File: src/rtl/alu_pkg.sv
// alu_pkg: op encodings shared by step_counter and ALU decode.
package alu_pkg;
    typedef logic [1:0] op_t;
    localparam op_t OP_HOLD = 2'b00;
    localparam op_t OP_INC  = 2'b01;
    localparam op_t OP_DEC  = 2'b10;
    localparam op_t OP_LOAD = 2'b11;
endpackage

File: src/rtl/step_counter_if.sv
// step_counter_if: control inputs and status outputs of the step counter.
interface step_counter_if
    import alu_pkg::*;
#(
    parameter int WIDTH = 4
);
    logic             en;
    op_t              op;
    logic [WIDTH-1:0] step;
    logic [WIDTH-1:0] load_val;
    logic             clr_ovf;
    logic [WIDTH-1:0] q;
    logic             c_out;
    logic             ovf;
    logic             zero;
    modport master (output en, op, step, load_val, clr_ovf, input q, c_out, ovf, zero);
    modport slave  (input en, op, step, load_val, clr_ovf, output q, c_out, ovf, zero);
endinterface

File: src/rtl/addsub_n.sv
// addsub_n: WIDTH-bit unsigned adder/subtractor; o_co is carry on add, borrow on subtract.
module addsub_n #(
    parameter int WIDTH = 4
) (
    input  logic [WIDTH-1:0] i_a,
    input  logic [WIDTH-1:0] i_b,
    input  logic             i_sub,
    output logic [WIDTH-1:0] o_y,
    output logic             o_co
);
    logic [WIDTH:0] w_r;
    assign w_r = i_sub ? {1'b0, i_a} - {1'b0, i_b} : {1'b0, i_a} + {1'b0, i_b};
    assign o_y  = w_r[WIDTH-1:0];
    assign o_co = w_r[WIDTH];
endmodule

File: src/rtl/step_counter.sv
// step_counter: registered inc/dec/load counter with carry/borrow pulse, sticky ovf and zero flag.
// Define STEP_COUNTER_SAT_EN to saturate q on carry/borrow instead of wrapping.
module step_counter
    import alu_pkg::*;
#(
    parameter int               WIDTH     = 4,
    parameter logic [WIDTH-1:0] RESET_VAL = '0
) (
    input logic           clk,
    input logic           rst_n,
    step_counter_if.slave bus
);
    logic [WIDTH-1:0] r_q;
    logic             r_c_out;
    logic             r_ovf;
    logic             w_inc;
    logic             w_dec;
    logic             w_co;
    logic             w_c_next;
    logic [WIDTH-1:0] w_sum;
    logic [WIDTH-1:0] w_q_next;

    assign w_inc = bus.en && (bus.op == OP_INC);
    assign w_dec = bus.en && (bus.op == OP_DEC);

    addsub_n #(.WIDTH(WIDTH)) u_addsub (
        .i_a   (r_q),
        .i_b   (bus.step),
        .i_sub (w_dec),
        .o_y   (w_sum),
        .o_co  (w_co)
    );

    assign w_c_next = (w_inc || w_dec) && w_co;

    always_comb begin
`ifdef STEP_COUNTER_SAT_EN
        w_q_next = (bus.en && bus.op == OP_LOAD) ? bus.load_val :
                   w_c_next                      ? {WIDTH{w_inc}} :
                   (w_inc || w_dec)              ? w_sum : r_q;
`else
        w_q_next = (bus.en && bus.op == OP_LOAD) ? bus.load_val :
                   (w_inc || w_dec)              ? w_sum : r_q;
`endif
    end

    always_ff @(posedge clk) begin
        if (!rst_n) begin
            r_q     <= RESET_VAL;
            r_c_out <= 1'b0;
            r_ovf   <= 1'b0;
        end else begin
            r_q     <= w_q_next;
            r_c_out <= w_c_next;
            r_ovf   <= (r_ovf && !bus.clr_ovf) || w_c_next;
        end
    end

    assign bus.q     = r_q;
    assign bus.c_out = r_c_out;
    assign bus.ovf   = r_ovf;
    assign bus.zero  = (r_q == '0);
endmodule

File: src/flat_wrapper.sv
// flat-port wrapper written by rule: the top's interface ports become plain ports
module step_counter_flat import alu_pkg::*;
#(
    parameter int               WIDTH     = 4,
    parameter logic [WIDTH-1:0] RESET_VAL = '0
)
  (clk, rst_n, bus_en, bus_op, bus_step, bus_load_val, bus_clr_ovf, bus_q, bus_c_out, bus_ovf, bus_zero);
  step_counter_if #(.WIDTH(WIDTH)) bus_i ();
  input logic clk;
  input logic rst_n;
  input wire logic [$bits(bus_i.en)-1:0] bus_en;
  input wire logic [$bits(bus_i.op)-1:0] bus_op;
  input wire logic [$bits(bus_i.step)-1:0] bus_step;
  input wire logic [$bits(bus_i.load_val)-1:0] bus_load_val;
  input wire logic [$bits(bus_i.clr_ovf)-1:0] bus_clr_ovf;
  output wire logic [$bits(bus_i.q)-1:0] bus_q;
  output wire logic [$bits(bus_i.c_out)-1:0] bus_c_out;
  output wire logic [$bits(bus_i.ovf)-1:0] bus_ovf;
  output wire logic [$bits(bus_i.zero)-1:0] bus_zero;
  assign bus_i.en = bus_en;
  assign bus_i.op = bus_op;
  assign bus_i.step = bus_step;
  assign bus_i.load_val = bus_load_val;
  assign bus_i.clr_ovf = bus_clr_ovf;
  assign bus_q = bus_i.q;
  assign bus_c_out = bus_i.c_out;
  assign bus_ovf = bus_i.ovf;
  assign bus_zero = bus_i.zero;
  step_counter #(.WIDTH(WIDTH), .RESET_VAL(RESET_VAL)) u_core (.clk(clk), .rst_n(rst_n), .bus(bus_i));
endmodule
File: config.mk
export PLATFORM = sky130hd
export DESIGN_NAME = step_counter_flat
export DESIGN_NICKNAME = d
export VERILOG_FILES = /design/src/rtl/alu_pkg.sv /design/src/rtl/step_counter_if.sv /design/src/rtl/addsub_n.sv /design/src/rtl/step_counter.sv /design/src/flat_wrapper.sv
export SDC_FILE = /design/constraint.sdc
export NUM_CORES = 1
export LEC_CHECK = 0
export ABC_AREA = 1
export BUFFER_PORTS_ARGS = -buffer_cell sky130_fd_sc_hd__buf_2
export CAP_MARGIN = 20
export CORE_AREA = 2 2 39 41
export CTS_CLUSTER_DIAMETER = 200
export DETAILED_ROUTE_END_ITERATION = 6
export DIE_AREA = 0 0 41 43
export PLACE_DENSITY = 0.74
export RECOVER_POWER = 100
export SLEW_MARGIN = 20
export SYNTH_ARGS = -nofsm -noshare
export SYNTH_HDL_FRONTEND = slang
export SYNTH_HIERARCHICAL = 1
export SYNTH_SLANG_ARGS = --single-unit
File: constraint.sdc
create_clock -name clk -period 3.8 [get_ports clk]
set_input_delay 0.19 -clock clk [delete_from_list [all_inputs] [get_ports clk]]
set_output_delay 0.19 -clock clk [all_outputs]
set_load 0.05 [all_outputs]
# [Word level (Yosys, flattened, before mapping)]
# Index checks and enable logic that the tools add are counted.
[totals] wordCells=21 ff_bits=6 output_inout_bits=7 inputBits=14
[op_classes] addsub=2 n_eq_ne=3 mux=3 reduce_logical=10
[ops] operator="4-bit two-way mux" n=2
[ops] operator="4-bit by 4-bit adder with 5-bit output" n=1
[ops] operator="1-bit logical AND" n=5
[ops] operator="5-bit two-way mux" n=1
[ops] operator="4-bit by 4-bit subtractor with 5-bit output" n=1
[ops] operator="2-bit equality test (second input constant)" n=2
[ops] operator="4-bit logical NOT" n=1
[ops] operator="2-bit by 1-bit equality test with 1-bit output (second input constant)" n=1
[ops] operator="1-bit logical OR" n=2
[ops] operator="2-bit nonzero test" n=1
[ops] operator="1-bit logical NOT" n=1

# [Depth between registers and ports, before layout]
# Gate-level depths: netlist of run 1.
[logic_depth] ltp_word=5 depth_mapped=18 depth_no_buf=17

# [Cells and area by module]
# The synthesis of run 1 kept the hierarchy.
[by_module_without_submodules] module="step_counter" area_each_um2=354.1 seq_area_each_um2=120.1 instances=1 cells_each=55
[by_module_without_submodules] module="addsub_n" area_each_um2=256.5 seq_area_each_um2=0.0 instances=1 cells_each=47

# [Worst setup path before layout of run 1]
# OpenSTA, ideal clock, no wires.
[synth_path] kind="flip-flop to output port" start="register u_core.r_q[1] (netlist: u_core/bus.q[1])" end="output port bus_zero" slack_ps=1493 path_stages_with_launch=2 t_required_ps=3610 n_path_buf=0 arrival_time_ps=2117 cell_sequence="dfxtp_1 nor4_1"
[synth_via] elab_chain_cells=1
[synth_lines] item="start: declaration" line="step_counter.sv:13" source="logic [WIDTH-1:0] r_q;"
[synth_lines] item="start signal: assignment" line="step_counter.sv:53" source="r_q <= w_q_next;"
[synth_lines] item="4-bit logical NOT" line="step_counter.sv:62" source="assign bus.zero = (r_q == '0);"
[synth_lines] item="end: declaration" line="flat_wrapper.sv:19" source="output wire logic [$bits(bus_i.zero)-1:0] bus_zero;"
# No other way between the ends.

# [Final worst setup path of run 1]
[layout_path] start="input port bus_en" end="register u_core.r_ovf (netlist: u_core/bus.ovf)"
[layout_via] elab_chain_cells=4 word_cells_on_any_way=6 cone_classes="mux: 1; reduce/logical: 5"
[layout_lines] item="start: declaration" line="flat_wrapper.sv:11" source="input wire logic [$bits(bus_i.en)-1:0] bus_en;"
[layout_lines] item="1-bit logical AND" line="step_counter.sv:24" source="assign w_dec = bus.en && (bus.op == OP_DEC);"
[layout_lines] item="via u_core.w_dec" line="step_counter.sv:17" source="logic w_dec;"
[layout_lines] item="5-bit two-way mux" line="addsub_n.sv:12" source="assign w_r = i_sub ? {1'b0, i_a} - {1'b0, i_b} : {1'b0, i_a} + {1'b0, i_b};"
[layout_lines] item="via u_core.w_co" line="step_counter.sv:18" source="logic w_co;"
[layout_lines] item="1-bit logical AND" line="step_counter.sv:34" source="assign w_c_next = (w_inc || w_dec) && w_co;"
[layout_lines] item="1-bit logical OR" line="step_counter.sv:55" source="r_ovf <= (r_ovf && !bus.clr_ovf) || w_c_next;"
[layout_lines] item="end signal: assignment" line="step_counter.sv:55"
[layout_lines] item="end: declaration" line="step_counter.sv:15" source="logic r_ovf;"
# The timed path passes the listed nets, and every way through them passes these cells.
# A chain may end at the register's enable or synchronous reset.

==> flow_summary.json, run 1 <==
{
  "status": "complete, no violations",
  "drive_gt1_share_pct": 13.8,
  "fin_crit_ns": 2.02,
  "cts_hold_buf": 0,
  "antenna_found_initial": 0,
  "syn_area_per_cell_um2": 5.99,
  "crit_start": "bus_en",
  "syn-cell-area_um2": 611,
  "finalCritPeriodShare_pct": 53.1,
  "synthCells": 102,
  "cts_setup_buffers": 0,
  "hp-class": "input pin to register",
  "cp.arrival_ns": 2.20,
  "gp_congestion": 0.867,
  "core-area_um2": 1380,
  "r2r-end": "u_core/bus.ovf",
  "ys_seq_area_share_pct": 19.7,
  "critical_path_class": "input pin to register",
  "io_pins": 21,
  "p_clk_share_pct": 21.5,
  "grt_pass1_vias": 578,
  "tns_ns": 0,
  "dpl_cell_area_um2": 721,
  "leakage_nw": 0.461,
  "comb_power_share_pct": 49.3,
  "routed_wl_mm": 1.26,
  "row_count": 14,
  "fp.dieH_um": 43,
  "clk-insertion-delay-late_ns": 0.24,
  "register_area_um2": 120,
  "nets": 145,
  "cts.sinks": 6,
  "slew_headroom_pct": 60.4,
  "synth-simple-area-share_pct": 44.5,
  "yosysUniqueCellTypes": 16,
  "cts.reportedPaths.clkPinSlew_ns": 0.04,
  "grt_pass1_wl_mm": 2.16,
  "crit_required_ns": 3.98,
  "synth_fa_ha_area_share_pct": 13.5,
  "cts.path.max_buffers": 2,
  "cp_max_fo": 8,
  "cap_violations": 0,
  "p_sw_share_pct": 43.3,
  "fin_skew_ns": 0.000263,
  "min_path_cells": 3,
  "h-tree-depth": 1,
  "p_total_uw": 261,
  "routedWlPerCell_um": 9.06,
  "cts_resized": 0,
  "hold_viol_final": 0,
  "ys_warn_count": 6,
  "die_w_um": 41,
  "end_kind": "register",
  "muxShareOfSynthArea_pct": 0,
  "ir_drop_mv": 0.197,
  "r2r_start": "u_core/bus.q[0]",
  "drt-pass1-iter-count": 2,
  "dieArea_um2": 1760,
  "grt_max_degree": 10,
  "endpoint": "u_core/bus.ovf",
  "ant_nets": 0,
  "multi_input_area_um2": 399,
  "internal_power_uw": 148,
  "n_antenna_cell": 0,
  "rrSetupSlack_ns": 2.19,
  "overflow": 0,
  "hpwlAfterDp_mm": 1.09,
  "fill_cells": 151,
  "port_buffers": 20,
  "setup_viol": 0,
  "powerDensity_nw_per_um2": 357,
  "cts_tree": "yes",
  "ys_ff_latch": 6,
  "fin_area_um2": 731,
  "synth_top_family_by_area": "simple AND/OR/NAND/NOR gates",
  "synth_compound_area_share_pct": 4.92,
  "dr_total_vias": 658,
  "cts_root_buf": "clkbuf_4",
  "p_sw_uw": 113,
  "cp-start-kind": "input pin",
  "synth_xor_area_share_pct": 2.87,
  "r2r_cells": 12,
  "slew_violations": 0,
  "tightestPinTransition_ns": 0.597,
  "drc": 0,
  "pwr-share-seq_pct": 29.1,
  "numCtsBuffers": 3,
  "synth.net_count": 122,
  "grtUsageTotal_pct": 17.7,
  "rsz0062_at_grt": "no",
  "fmax_mhz": 496,
  "initial_core_util_pct": 44.1,
  "syn2layout_area_growth_pct": 19.7,
  "via_per_inst": 4.73,
  "drt-initial-drc-count": 3
}
## Yosys cell counts
master	number	area share (%)
a21oi_1	3	2.5
buf_2	2	1.6
dfxtp_1	6	20
fa_1	1	3.3
ha_1	5	10
inv_1	21	13
nand2_1	32	20
nand2_2	3	3.1
nand3_1	9	7.4
nand3b_1	5	6.1
nand4_1	4	4.1
nor2_1	5	3.1
nor4_1	1	1.0
o21ai_0	2	1.6
o21ai_1	1	0.82
xor2_1	2	2.9
## how the worst min path moves through the flow
stage,startpoint,to
2_1_floorplan,rst_n,u_core/bus.ovf
3_3_place_gp,bus_clr_ovf,u_core/bus.ovf
3_5_place_dp,bus_clr_ovf,u_core/bus.ovf
4_1_cts,bus_clr_ovf,u_core/bus.ovf
5_1_grt,bus_clr_ovf,u_core/bus.ovf
6_report,bus_clr_ovf,u_core/bus.ovf
## final cells by class
type / instances / share of cell area (%)
clock buffer: 3 / 3.08
sequential: 6 / 16.4
multi-input combinational: 73 / 54.6
tap: 16 / 2.74
timing repair buffer: 20 / 12.3
inverter: 21 / 10.8
## cell families (layout without fill, tap and decap cells)
| logic type | after synthesis | in the layout |
|---|---|---|
| fa+ha+maj | 6 | 6 |
| compound gates | 6 | 6 |
| flops | 6 | 6 |
| simple gates | 59 | 59 |
| buf+inv | 23 | 44 |
| xor+xnor | 2 | 2 |
## placed cells by master, fill, tap and decap left out
master    instances
nand2_1          33
nor2_1            5
ha_1              5
clkbuf_1          8
a21oi_1           3
inv_1            21
fa_1              1
o21ai_1           1
nand4_1           4
clkbuf_4          3
nor4_1            1
o21ai_0           2
nand2_2           2
nand3b_1          5
xor2_1            2
dfxtp_1           6
buf_2            12
nand3_1           9
## per-layer routing
layer  part of all wire (%)  track usage (%)
met3                    3.6             1.57
met4                    1.5             12.0
met2                     49             27.2
met5                      0                0
met1                     46             22.1
## power groups by stage
| stage | clock, mW | combinational (mW) | sequential [mW] |
|---|---|---|---|
| after floorplan | 0 | 0.0808 | 0.0976 |
| after global placement | 0 | 0.129 | 0.0773 |
| after detailed placement | 0 | 0.131 | 0.0773 |
| after CTS | 0.0604 | 0.132 | 0.0762 |
| after global routing | 0.0646 | 0.146 | 0.0772 |
| final | 0.0562 | 0.129 | 0.0760 |
## sequential cells by signal, indices dropped and copies added (netlist names)
signal and cells:
u_core/bus.ovf 1, u_core/bus.c_out 1, u_core/bus.q 4
## critical path, stage by stage
cell and delay [ns]:
clkbuf_1 0.26, nand2_1 0.24, nor2_1 0.25, inv_1 0.13, nand2_1 0.08, o21ai_0 0.09, ha_1 0.35, nand2_1 0.09
a21oi_1 0.16, nand2_1 0.06, nand2_1 0.06, nand2_1 0.05, inv_1 0.05, nand2_1 0.07, nand2_1 0.07
## metrics by stage
stage / worst slack, ns / cells / util, % / hold WS, ns
after CTS: 2.03 / 139 / 53.7 / 0.207
after global placement: 1.83 / 136 / 52.1 / 0.446
after floorplan: 1.49 / 102 / - / 0.334
after detailed placement: 1.78 / 136 / 52.1 / 0.461
after global routing: 1.48 / 139 / 52.8 / 0.217
final: 1.78 / 139 / 52.8 / 0.223
(Power assumes the default switching activity.)
==> run 2: changes to the inputs <==
Settings changed: CORE_AREA 2 2 39 41 to unset, CORE_MARGIN set to 2, CORE_UTILIZATION set to 43, DIE_AREA 0 0 41 43 to unset, PLACE_DENSITY 0.74 to 0.73.
Clock period 3.8 ns to 1.85 ns, I/O delays scaled along.
==> flow_summary.json, run 2 (synthesis results as in run 1) <==
{
  "status": "complete, no violations",
  "antenna_found_initial": 0,
  "crit_family": "adder cells",
  "hp-class": "input pin to register",
  "grt_pass1_vias": 595,
  "grtUsageTotal_pct": 16.8,
  "die_w_um": 41.7,
  "cp_slowest_stage_delay_ns": 0.40,
  "fin_skew_ns": 0.00399,
  "initial_core_util_pct": 46.3,
  "cap_violations": 0,
  "path_depth": 12,
  "grt_pass1_wl_mm": 2.23,
  "routedWlPerCell_um": 8.96,
  "final_cell_mix": "33 x nand2_1, 21 x inv_1, 13 x buf_2, 9 x nand3_1, 7 x clkbuf_1",
  "fin_area_um2": 767,
  "cts_tree": "yes",
  "cts.reportedPaths.clkPinSlew_ns": 0.04,
  "crit_chain": "inv_1 > ha_1 > inv_1 > fa_1 > nand2_1 > a21oi_1 > nand2_1 > nand2_1 > nand2_1 > inv_1 > nand2_1 > nand2_1",
  "cp.arrival_ns": 1.75,
  "dp.cells": 139,
  "via_per_inst": 4.76,
  "crit_start": "u_core/bus.q[0]",
  "cts_hold_buf": 0,
  "dr_total_vias": 676,
  "cts.sinks": 6,
  "tightestPinTransition_ns": 0.592,
  "end_kind": "register",
  "final_util_pct": 58.2,
  "cts_resized": 0,
  "p_sw_share_pct": 43.2,
  "fin_crit_ns": 1.61,
  "core-area_um2": 1320,
  "cp_max_fo": 4,
  "hold_viol_final": 0,
  "finalCritPeriodShare_pct": 87.1,
  "r2r-end": "u_core/bus.ovf",
  "dieArea_um2": 1740,
  "final_common_cell": "nand2_1",
  "clk-insertion-delay-late_ns": 0.24,
  "cts.path.max_buffers": 2,
  "routed_wl_mm": 1.27,
  "powerDensity_nw_per_um2": 715,
  "slew_headroom_pct": 60.7,
  "row_count": 13,
  "preCtsSetupSlack_ns": 0.0713,
  "p_sw_uw": 237,
  "crit_required_ns": 1.98,
  "drive_gt1_share_pct": 18.1,
  "internal_power_uw": 312,
  "largest_reg_flops": 4,
  "pwr-share-seq_pct": 28.9,
  "crit_top_cell": "nand2_1",
  "ir_drop_mv": 0.374,
  "ant_nets": 0,
  "holdWs_ns": 0.111,
  "crit_slowest_cell": "fa_1",
  "cts_root_buf": "clkbuf_4",
  "gp_congestion": 0.861,
  "numCtsBuffers": 3,
  "nets": 149,
  "n_antenna_cell": 0,
  "overflow": 0,
  "setup_viol": 0,
  "comb_power_share_pct": 49.6,
  "endpoint": "u_core/bus.ovf",
  "dpl_cell_area_um2": 756,
  "slew_violations": 0,
  "h-tree-depth": 1,
  "cts_setup_buffers": 0,
  "tns_ns": 0,
  "syn2layout_area_growth_pct": 25.6,
  "p_clk_share_pct": 21.6,
  "critical_path_class": "register to register",
  "rrSetupSlack_ns": 0.24,
  "leakage_nw": 0.484,
  "setup_slack_ns": 0.239,
  "grt_max_degree": 9,
  "path_buf_inv": 3,
  "worstHoldStart": "bus_clr_ovf",
  "drc": 0,
  "io_pins": 21,
  "fp.dieH_um": 41.7,
  "drt-initial-drc-count": 10,
  "cp-start-kind": "register",
  "hpwlAfterDp_mm": 1.10,
  "fmax_mhz": 621,
  "r2r_start": "u_core/bus.q[0]",
  "p_total_uw": 549,
  "port_buffers": 20,
  "drt-pass1-iter-count": 4,
  "r2r_cells": 12,
  "rsz0062_at_grt": "no",
  "finalNonFillerCells": 142,
  "fill_cells": 156
}
run 2: cell types whose count changed in the layout (fill, tap and decap cells not counted):
cell,delta
nor4_1,-1
clkbuf_1,-1
nor4_2,+1
buf_2,+1
buf_4,+4
run 2: tightest hold or removal path: stages:
cell,delay [ns]
buf_2,0.07
nand3b_1,0.09
nand2_1,0.05
run 2: routing by layer:
layer  track usage, %  vias to the layer above  part of all wire [%]
li1                 -                      372                     -
met1             18.6                      286                    45
met2             29.7                       16                    48
met3             3.04                        2                   4.6
met4             9.68                        0                   1.9
met5                0                        -                     0
run 2: worst min path at each step:
stage | slack (ns) | cells after the start | to
final | 0.11 | 3 | u_core/bus.ovf
after detailed placement | 0.36 | 3 | u_core/bus.ovf
after CTS | 0.11 | 3 | u_core/bus.ovf
after global routing | 0.12 | 3 | u_core/bus.ovf
after floorplan | 0.24 | 2 | u_core/bus.ovf
after global placement | 0.35 | 3 | u_core/bus.ovf
run 2: layout make-up:
class                           instances  area, µm²  area share [%]
Multi-Input combinational cell         73        405            52.9
Sequential cell                         6        120            15.7
Clock buffer                            3       22.5            2.94
Tap cell                               15       18.8            2.45
Timing Repair Buffer                   24        121            15.8
Inverter                               21       78.8            10.3
run 2: power groups by stage:
| stage | logic (mW) | clock network [mW] | registers [mW] |
|---|---|---|---|
| global placement | 0.273 | 0 | 0.160 |
| detailed placement | 0.276 | 0 | 0.160 |
| finish | 0.272 | 0.118 | 0.158 |
| floorplan | 0.168 | 0 | 0.202 |
| CTS | 0.279 | 0.125 | 0.158 |
| global route | 0.307 | 0.130 | 0.161 |
